`config.mk`:
```
export PLATFORM = sky130hd
export DESIGN_NAME = vga_sync_monitor
export DESIGN_NICKNAME = d
export VERILOG_FILES = /design/src/rtl/vga_sync_monitor.sv
export SDC_FILE = /design/constraint.sdc
export NUM_CORES = 1
export LEC_CHECK = 0
export CAP_MARGIN = 25
export CELL_PAD_IN_SITES_DETAIL_PLACEMENT = 0
export CELL_PAD_IN_SITES_GLOBAL_PLACEMENT = 2
export CORE_ASPECT_RATIO = 0.5
export CORE_MARGIN = 1
export CORE_UTILIZATION = 38
export CTS_CLUSTER_DIAMETER = 150
export CTS_CLUSTER_SIZE = 8
export DETAILED_ROUTE_END_ITERATION = 12
export PLACE_DENSITY = 0.93
export SLEW_MARGIN = 5
export SYNTH_ARGS = -nofsm -noshare
export SYNTH_HDL_FRONTEND = slang
export SYNTH_SLANG_ARGS = --single-unit
```
`constraint.sdc`:
```
create_clock -name clk -period 7.4 [get_ports clk]
set_input_delay 1.48 -clock clk [delete_from_list [all_inputs] [get_ports clk]]
set_output_delay 1.48 -clock clk [all_outputs]
set_load 0.005 [all_outputs]
```
`src/rtl/vga_sync_monitor.sv`:
```
// vga_sync_monitor: receive-side checker for a VGA hsync/vsync/rgb stream.
// Rebuilds pixel coordinates, measures line/frame timing and tracks lock.
module vga_sync_monitor #(
    parameter int H_ACTIVE    = 640,
    parameter int H_SYNC      = 96,
    parameter int H_BP        = 48,
    parameter int H_TOTAL     = 800,
    parameter int V_ACTIVE    = 480,
    parameter int V_SYNC      = 2,
    parameter int V_BP        = 33,
    parameter int V_TOTAL     = 525,
    parameter int LOCK_FRAMES = 2
) (
    input  logic        clk,
    input  logic        reset,
    input  logic        pix_en,
    input  logic        hsync,
    input  logic        vsync,
    input  logic [11:0] rgb,
    output logic        px_valid,
    output logic [9:0]  px_x,
    output logic [9:0]  px_y,
    output logic [11:0] px_rgb,
    output logic        frame_start,
    output logic        locked,
    output logic        err,
    output logic [10:0] line_len,
    output logic [10:0] frame_lines
);
    localparam logic [10:0] H_SYNC_C  = 11'(H_SYNC);
    localparam logic [10:0] H_TOTAL_C = 11'(H_TOTAL);
    localparam logic [10:0] V_SYNC_C  = 11'(V_SYNC);
    localparam logic [10:0] V_TOTAL_C = 11'(V_TOTAL);
    localparam logic [10:0] H_ACT_LO  = 11'(H_SYNC + H_BP);
    localparam logic [10:0] H_ACT_HI  = 11'(H_SYNC + H_BP + H_ACTIVE - 1);
    localparam logic [10:0] V_ACT_LO  = 11'(V_SYNC + V_BP);
    localparam logic [10:0] V_ACT_HI  = 11'(V_SYNC + V_BP + V_ACTIVE - 1);
    localparam logic [3:0]  LOCK_C    = 4'(LOCK_FRAMES);

    typedef enum logic [1:0] {
        SEARCH = 2'd0,
        TRACK  = 2'd1,
        LOCKED = 2'd2
    } state_t;

    function automatic logic [10:0] sat_inc(input logic [10:0] v);
        if (v == 11'h7FF) begin
            return v;
        end else begin
            return v + 11'd1;
        end
    endfunction

    state_t      state_r, state_next_s;
    logic [10:0] hcnt_r, vcnt_r, vs_lines_r;
    logic        hs_prev_r, line_vs_r, hs_wait_r, frame_err_r;
    logic [3:0]  good_r, good_next_s, good_inc_s;
    logic        frame_err_next_s, err_s;

    logic        hs_edge_s, fs_s, in_region_s;
    logic [10:0] h_inc_s, v_inc_s, h_pos_s, v_pos_s, x_off_s, y_off_s;
    logic        line_err_s, hw_err_s, fl_err_s, vw_err_s, any_err_s;

    // h_pos/v_pos are the coordinates this sample takes (edge sample is column 0)
    assign hs_edge_s   = hs_prev_r & ~hsync;
    assign fs_s        = hs_edge_s & ~vsync & line_vs_r;
    assign h_inc_s     = sat_inc(hcnt_r);
    assign v_inc_s     = sat_inc(vcnt_r);
    assign h_pos_s     = hs_edge_s ? 11'd0 : h_inc_s;
    assign v_pos_s     = fs_s ? 11'd0 : (hs_edge_s ? v_inc_s : vcnt_r);
    assign x_off_s     = h_pos_s - H_ACT_LO;
    assign y_off_s     = v_pos_s - V_ACT_LO;
    assign in_region_s = (h_pos_s >= H_ACT_LO) && (h_pos_s <= H_ACT_HI) &&
                         (v_pos_s >= V_ACT_LO) && (v_pos_s <= V_ACT_HI);

    assign line_err_s  = hs_edge_s & (h_inc_s != H_TOTAL_C);
    assign hw_err_s    = hs_wait_r & hsync & (h_pos_s != H_SYNC_C);
    assign fl_err_s    = fs_s & (v_inc_s != V_TOTAL_C);
    assign vw_err_s    = fs_s & (vs_lines_r != V_SYNC_C);
    assign any_err_s   = pix_en & (line_err_s | hw_err_s | fl_err_s | vw_err_s);
    assign good_inc_s  = good_r + 4'd1;

    // Lock state machine: next state, clean-frame count and error pulse
    always_comb begin
        state_next_s     = state_r;
        good_next_s      = good_r;
        frame_err_next_s = frame_err_r;
        err_s            = 1'b0;
        case (state_r)
            SEARCH: begin
                if (pix_en && fs_s) begin
                    state_next_s     = TRACK;
                    good_next_s      = 4'd0;
                    frame_err_next_s = 1'b0;
                end else begin
                    state_next_s = SEARCH;
                end
            end
            TRACK: begin
                err_s = any_err_s;
                if (pix_en && fs_s) begin
                    frame_err_next_s = 1'b0;
                    if (any_err_s || frame_err_r) begin
                        good_next_s = 4'd0;
                    end else if (good_inc_s >= LOCK_C) begin
                        good_next_s  = good_inc_s;
                        state_next_s = LOCKED;
                    end else begin
                        good_next_s = good_inc_s;
                    end
                end else if (any_err_s) begin
                    good_next_s      = 4'd0;
                    frame_err_next_s = 1'b1;
                end else begin
                    good_next_s = good_r;
                end
            end
            LOCKED: begin
                err_s = any_err_s;
                if (any_err_s) begin
                    state_next_s     = TRACK;
                    good_next_s      = 4'd0;
                    frame_err_next_s = ~fs_s;
                end else begin
                    state_next_s = LOCKED;
                end
            end
            default: begin
                state_next_s     = SEARCH;
                good_next_s      = 4'd0;
                frame_err_next_s = 1'b0;
            end
        endcase
    end

    // State register
    always_ff @(posedge clk or negedge reset) begin
        if (!reset) begin
            state_r     <= SEARCH;
            good_r      <= 4'd0;
            frame_err_r <= 1'b0;
        end else begin
            state_r     <= state_next_s;
            good_r      <= good_next_s;
            frame_err_r <= frame_err_next_s;
        end
    end

    // Line/frame position counters and sync history
    always_ff @(posedge clk or negedge reset) begin
        if (!reset) begin
            hcnt_r     <= 11'd0;
            vcnt_r     <= 11'd0;
            vs_lines_r <= 11'd0;
            hs_prev_r  <= 1'b1;
            line_vs_r  <= 1'b1;
            hs_wait_r  <= 1'b0;
        end else if (pix_en) begin
            hs_prev_r <= hsync;
            hcnt_r    <= h_pos_s;
            vcnt_r    <= v_pos_s;
            if (hs_edge_s) begin
                line_vs_r <= vsync;
                hs_wait_r <= 1'b1;
            end else if (hsync) begin
                hs_wait_r <= 1'b0;
            end else begin
                hs_wait_r <= hs_wait_r;
            end
            // the frame-start line itself is the first vsync-low line of the new frame
            if (fs_s) begin
                vs_lines_r <= 11'd1;
            end else if (hs_edge_s && !vsync) begin
                vs_lines_r <= sat_inc(vs_lines_r);
            end else begin
                vs_lines_r <= vs_lines_r;
            end
        end else begin
            hcnt_r <= hcnt_r;
        end
    end

    // Registered outputs; pulses clear on idle clocks, everything else holds
    always_ff @(posedge clk or negedge reset) begin
        if (!reset) begin
            px_valid    <= 1'b0;
            px_x        <= 10'd0;
            px_y        <= 10'd0;
            px_rgb      <= 12'd0;
            frame_start <= 1'b0;
            locked      <= 1'b0;
            err         <= 1'b0;
            line_len    <= 11'd0;
            frame_lines <= 11'd0;
        end else begin
            frame_start <= pix_en & fs_s;
            err         <= err_s;
            locked      <= (state_next_s == LOCKED);
            if (pix_en) begin
                px_valid <= in_region_s & (state_next_s == LOCKED);
                if (in_region_s) begin
                    px_x   <= x_off_s[9:0];
                    px_y   <= y_off_s[9:0];
                    px_rgb <= rgb;
                end else begin
                    px_x <= px_x;
                end
                if (hs_edge_s) begin
                    line_len <= h_inc_s;
                end else begin
                    line_len <= line_len;
                end
                if (fs_s) begin
                    frame_lines <= v_inc_s;
                end else begin
                    frame_lines <= frame_lines;
                end
            end else begin
                px_valid <= px_valid;
            end
        end
    end
endmodule

```
==> metrics.txt, run 1 <==
drt pass-1 iters=7; Post-synth EDFFs=0; Starting Density=39.0%; Peak VDD IR=137 uV; Skew-Pair Late Insertion Delay=0.35 ns; sequential element share of the synthesized area=42.0%; grt ovf=0; sw power=0.680 mW; hold_ws=0.473 ns; Worst Skew=0.0130 ns; final wirelength=15200 microns; largest area contributor in the synthesized netlist=dfrtp_1; max incr delay on CP=0.88 ns; Worst EP required=7.64 ns; CP max FO=33; PortBufs=74; drt via density=5.52; largest cells by area after synthesis=dfrtp_1 41%, mux2_4 6.2%, nand2_1 4.0%; vias=4884; Period Utilization, post-route=70.4%; placed insts=869; Crit path arrival time=5.45 ns; CTS resizes=0; Filler cells=1505; row count=32; placed cell areas=6810 sq um; Sink Count=101; FF/Latch Area=2530 sq um; final setup fails=0; Worst Max-Slew Pin Slew=1.01 ns; CP Launch Type=input pin; largest net degree at the start of global routing=61; Final Non-Filler Cells=885; P_int=1.39 mW; setup_tns=0 ns; Slew HR=32.8%; post-CTS setup buffers=0; Finished Core Util=45.9%; switch share=32.9%; sequential share of power=41.1%; CTS buffer count=9; Slew Limit Fails=0; status=complete, no violations; Synth Instances=625; Pleak=2.98 nW; Mapped Nets=658; reported max-cap violation count=0; final instance area=7100 sq um; CTS H-tree depth=3; CTS Root Cell=clkbuf_16; Max Fclk=0.192 GHz; first-pass GRT wire length=25300 microns; top cell type's share of synthesized area=41.1%; Top Ports=75; Synth Flop Type=dfrtp_1; cts hold-fix bufs=0; GRT Total Usage=19.2%; HP Class=reg2reg; DRC Markers=0; vias in the first global route=4656; Cell Area, Synth=6030 sq um; Avg Cell Area, Syn=9.64 sq um; Slowest cell on crit path=and3_2; Clk network pwr share=22.9%; clock-pin slew of the registers on the worst-case setup and hold paths=0.07 ns; minimum clock period=5.21 ns; number of diodes=0; Gate power share=35.9%; DR iter-0 viols=462; Critical Path Sink Type=flip-flop; most frequent cells in the layout=99 x dfrtp_1, 73 x clkdlybuf4s50_1, 64 x nand2_1; worst-case clock buffer depth=2; core area=15500 sq um; layout net count=709; most common cell after layout, fill and taps aside=dfrtp_1; RSZ-0062 raised after global routing=false; initial antenna violation count=0; Async S/R FF share, synth=100%; multi-input logic area=3160 sq um; final hold vios=0; Layout area overhead=17.8%; wire per inst=17.2 microns; WS Path Type=in2reg; synth unique cells=75; HPWL after DPL=10900 microns; Die H=91.1 microns; pwr dens=291 nW/um^2; GP Congestion=0.915; DRT antenna net count=0; share of layout cells above drive strength 1=11.2%; TritonCTS clock tree=done; die width=180 microns; Seq cells post-synth=101; DIE AREA=16400 sq um; critical-path cell list=clkdlybuf4s50_1 > nand2b_1 > nor3_2 > a21oi_1 > or3_4 > or4_4 > a21oi_2 > and3_2 > mux2_2; Ys Warns=0
[synth_stat cells (all sizes together), types with 3 or more instances]
library cell,n
dfrtp,99
nand2,64
nor2,47
o21ai,47
mux2,38
a21oi,31
nand3,26
buf,24
inv,23
ha,16
nor3,16
clkbuf,15
xnor2,14
and2,11
xor2,11
a31oi,10
nand4,10
o22ai,10
mux2i,9
and3,8
and4,8
o31ai,7
nor4,6
nor2b,5
a41oi,4
nand2b,4
or4,4
a2111oi,3
a32oi,3
o211a,3
o211ai,3
o31a,3
o41ai,3
or2,3
[sequential cells by signal (all words and copies together) (netlist names), 2 cells and up]
| name | flops |
|---|---|
| vs_lines_r | 11 |
| px_rgb | 12 |
| px_y | 10 |
| good_r | 4 |
| frame_lines | 11 |
| px_x | 10 |
| state_r | 2 |
| line_len | 11 |
| hcnt_r | 11 |
| vcnt_r | 11 |
[critical path: cells and delay by family]
family                 cells  cell delay, ns
AND/OR/NAND/NOR            5            2.64
multiplexers               1            0.42
buffers and inverters      1            0.50
AO/OA/AOI/OAI              2            0.38
[power groups by stage]
stage	Sequential [mW]	Combinational, mW	Clock, mW
floorplan	0.807	0.436	0
global placement	0.856	0.736	0
detailed placement	0.855	0.745	0
CTS	0.850	0.748	0.485
global route	0.873	0.812	0.509
finish	0.850	0.743	0.473
[per-stage QoR]
step | power, mW | setup slack, ns
floorplan | 1.24 | 3.36
global placement | 1.59 | 1.90
detailed placement | 1.60 | 1.83
CTS | 2.08 | 2.19
global route | 2.19 | 1.98
finish | 2.07 | 2.19
[cell type report]
class                           count  area share, %
Clock inverter                      6          0.758
Multi-Input combinational cell    461           44.5
Timing Repair Buffer               79           10.9
Clock buffer                       10           3.37
Inverter                           24           1.27
Sequential cell                   101           35.6
Tap cell                          204           3.59
[worst paths after layout]
path                                              end  depth (start not counted)  slack [ns]                  start
worst max-delay path              px_x[2]$_DFFE_PN0P_                          9        2.19                  hsync
worst min register to register  line_vs_r$_DFFE_PN1P_                          2        0.47  line_vs_r$_DFFE_PN1P_
min in group asynchronous       frame_start$_DFF_PN0_                          1        1.10                  reset
max in group asynchronous         px_x[2]$_DFFE_PN0P_                          2        5.13                  reset
worst min-delay path            line_vs_r$_DFFE_PN1P_                          2        0.47  line_vs_r$_DFFE_PN1P_
worst max register to register    px_x[2]$_DFFE_PN0P_                         10        2.78  vcnt_r[0]$_DFFE_PN0P_
[cell families (layout without fill, tap and decap cells)]
group                      Yosys count  after routing  synth area share, %
AOI/OAI and AO/OA                  154            154                 16.6
and+or+nand+nor                    219            219                 18.6
DFF                                101            101                 42.0
adders and majority gates           16             16                 3.32
muxes                               47             47                 10.2
xor gates and xnor gates            25             25                 3.63
buffers and inverters               63            119                 5.67
[layer usage]
metal	routed length (microns)	vias up	track usage [%]
li1	-	2368	-
met4	143	0	4.42
met5	0	-	0
met3	696	14	3.77
met1	7640	2381	28.2
met2	6740	121	29.1
No activity file was read; power rests on OpenSTA's default activity.
==> inputs of run 2 (changes only) <==
Settings changed: CORE_UTILIZATION 38 to 32, PLACE_DENSITY 0.93 to 0.85.
Clock period 7.4 ns to 4.6 ns, I/O delays scaled along.
==> metrics.txt, run 2 (same netlist as run 1, synthesis figures left out) <==
hold_ws=0.474 ns; Pleak=3.10 nW; RSZ-0062 raised after global routing=false; status=complete, no violations; post-CTS setup buffers=0; core area=18400 sq um; Crit path arrival time=4.18 ns; HP Class=reg2reg; Skew-Pair Late Insertion Delay=0.35 ns; Die H=99.0 microns; Peak VDD IR=207 uV; minimum clock period=3.94 ns; placed insts=944; grt ovf=0; Worst EP required=4.85 ns; Biggest register=px_rgb; DRT antenna net count=0; Worst Skew=0.0114 ns; sequential share of power=39.4%; final hold vios=0; final wirelength=16300 microns; pre-CTS setup slack=0.315 ns; CP Launch Type=input pin; Top Ports=75; Layout area overhead=22.4%; worst-case clock buffer depth=2; Final Non-Filler Cells=960; drt pass-1 iters=4; cts hold-fix bufs=0; most common cell after layout, fill and taps aside=dfrtp_1; share of layout cells above drive strength 1=13.6%; clock-pin slew of the registers on the worst-case setup and hold paths=0.08 ns; pwr dens=468 nW/um^2; die width=196 microns; WS Path Type=in2reg; GP Congestion=0.935; final instance area=7370 sq um; Final Power=3.45 mW; max FFs per register=12; FF/Latch Area=2530 sq um; largest net degree at the start of global routing=50; Period Utilization, post-route=85.6%; Starting Density=32.7%; sw power=1.11 mW; row count=35; placed cell areas=7050 sq um; TritonCTS clock tree=done; switch share=32.1%; most frequent cells in the layout=99 x dfrtp_1, 73 x clkdlybuf4s50_1, 64 x nand2_1; vias=4997; CTS resizes=0; first-pass GRT wire length=26600 microns; CTS buffer count=9; number of diodes=0; DIE AREA=19400 sq um; CP max FO=15; Max Fclk=0.254 GHz; PortBufs=74; Critical Path Sink Type=flip-flop; reported max-cap violation count=0; Finished Core Util=40.0%; Filler cells=1845; final setup fails=0; vias in the first global route=4776; Gate power share=36.0%; CTS H-tree depth=3; Sink Count=101; layout net count=729; multi-input logic area=3160 sq um; P_int=2.34 mW; Clk network pwr share=24.7%; DRC Markers=0; Slew Limit Fails=0; DR iter-0 viols=285; GRT Total Usage=17.4%; post-route setup slack=0.664 ns; HPWL after DPL=11900 microns; Worst Max-Slew Pin Slew=0.938 ns; Slew HR=36.6%; drt via density=5.21; initial antenna violation count=0; CTS Root Cell=clkbuf_16; wire per inst=16.9 microns; setup_tns=0 ns
## run 2: cell types whose count changed in the layout (fill, tap and decap cells not counted), sizes merged
cell	change
buf	+20
bufinv	+2
clkinv	-2
## run 2: metal layers
metal  wire length (microns)  global-route usage (%)  share of wire (%)  vias up
met3                     639                    3.15                3.9       12
li1                        -                       -                  -     2420
met1                    8390                    25.8                 52     2448
met2                    7090                    26.0                 44      117
met4                     131                    3.97               0.81        0
met5                       0                       0                  0        -
## run 2: area by class of cell
type / instances / share of cell area [%]
tap: 259 / 4.39
sequential: 101 / 34.3
clock buffer: 10 / 3.10
inverter: 24 / 1.22
clock inverter: 6 / 1.27
timing repair buffer: 99 / 12.9
multi-input combinational: 461 / 42.8
## run 2: worst max-delay path: stages
cell,delay [ns]
clkdlybuf4s50_1,0.46
nand2b_1,0.38
nor3_2,0.34
a21oi_1,0.14
or3_4,0.38
or4_4,0.54
a21oi_2,0.18
and3_2,0.31
buf_12,0.19
mux2_2,0.34
## run 2: power by group through the flow
stage               logic [mW]  clock network, mW  registers (mW)
global route              1.36              0.905            1.40
detailed placement        1.24                  0            1.37
floorplan                0.701                  0            1.30
global placement          1.23                  0            1.38
finish                    1.24              0.852            1.36
CTS                       1.25              0.872            1.36
## run 2: worst paths after layout
check / cells past startpoint / slack (ns) / to / from
worst max-delay path: 10 / 0.66 / px_x[3]$_DFFE_PN0P_ / hsync
worst min-delay path: 2 / 0.47 / line_vs_r$_DFFE_PN1P_ / line_vs_r$_DFFE_PN1P_
worst max register to register: 13 / 0.68 / px_x[3]$_DFFE_PN0P_ / hcnt_r[0]$_DFFE_PN0P_
worst min register to register: 2 / 0.47 / line_vs_r$_DFFE_PN1P_ / line_vs_r$_DFFE_PN1P_
max in group asynchronous: 2 / 3.17 / vcnt_r[8]$_DFFE_PN0P_ / reset
min in group asynchronous: 1 / 0.58 / vs_lines_r[0]$_DFFE_PN0P_ / reset
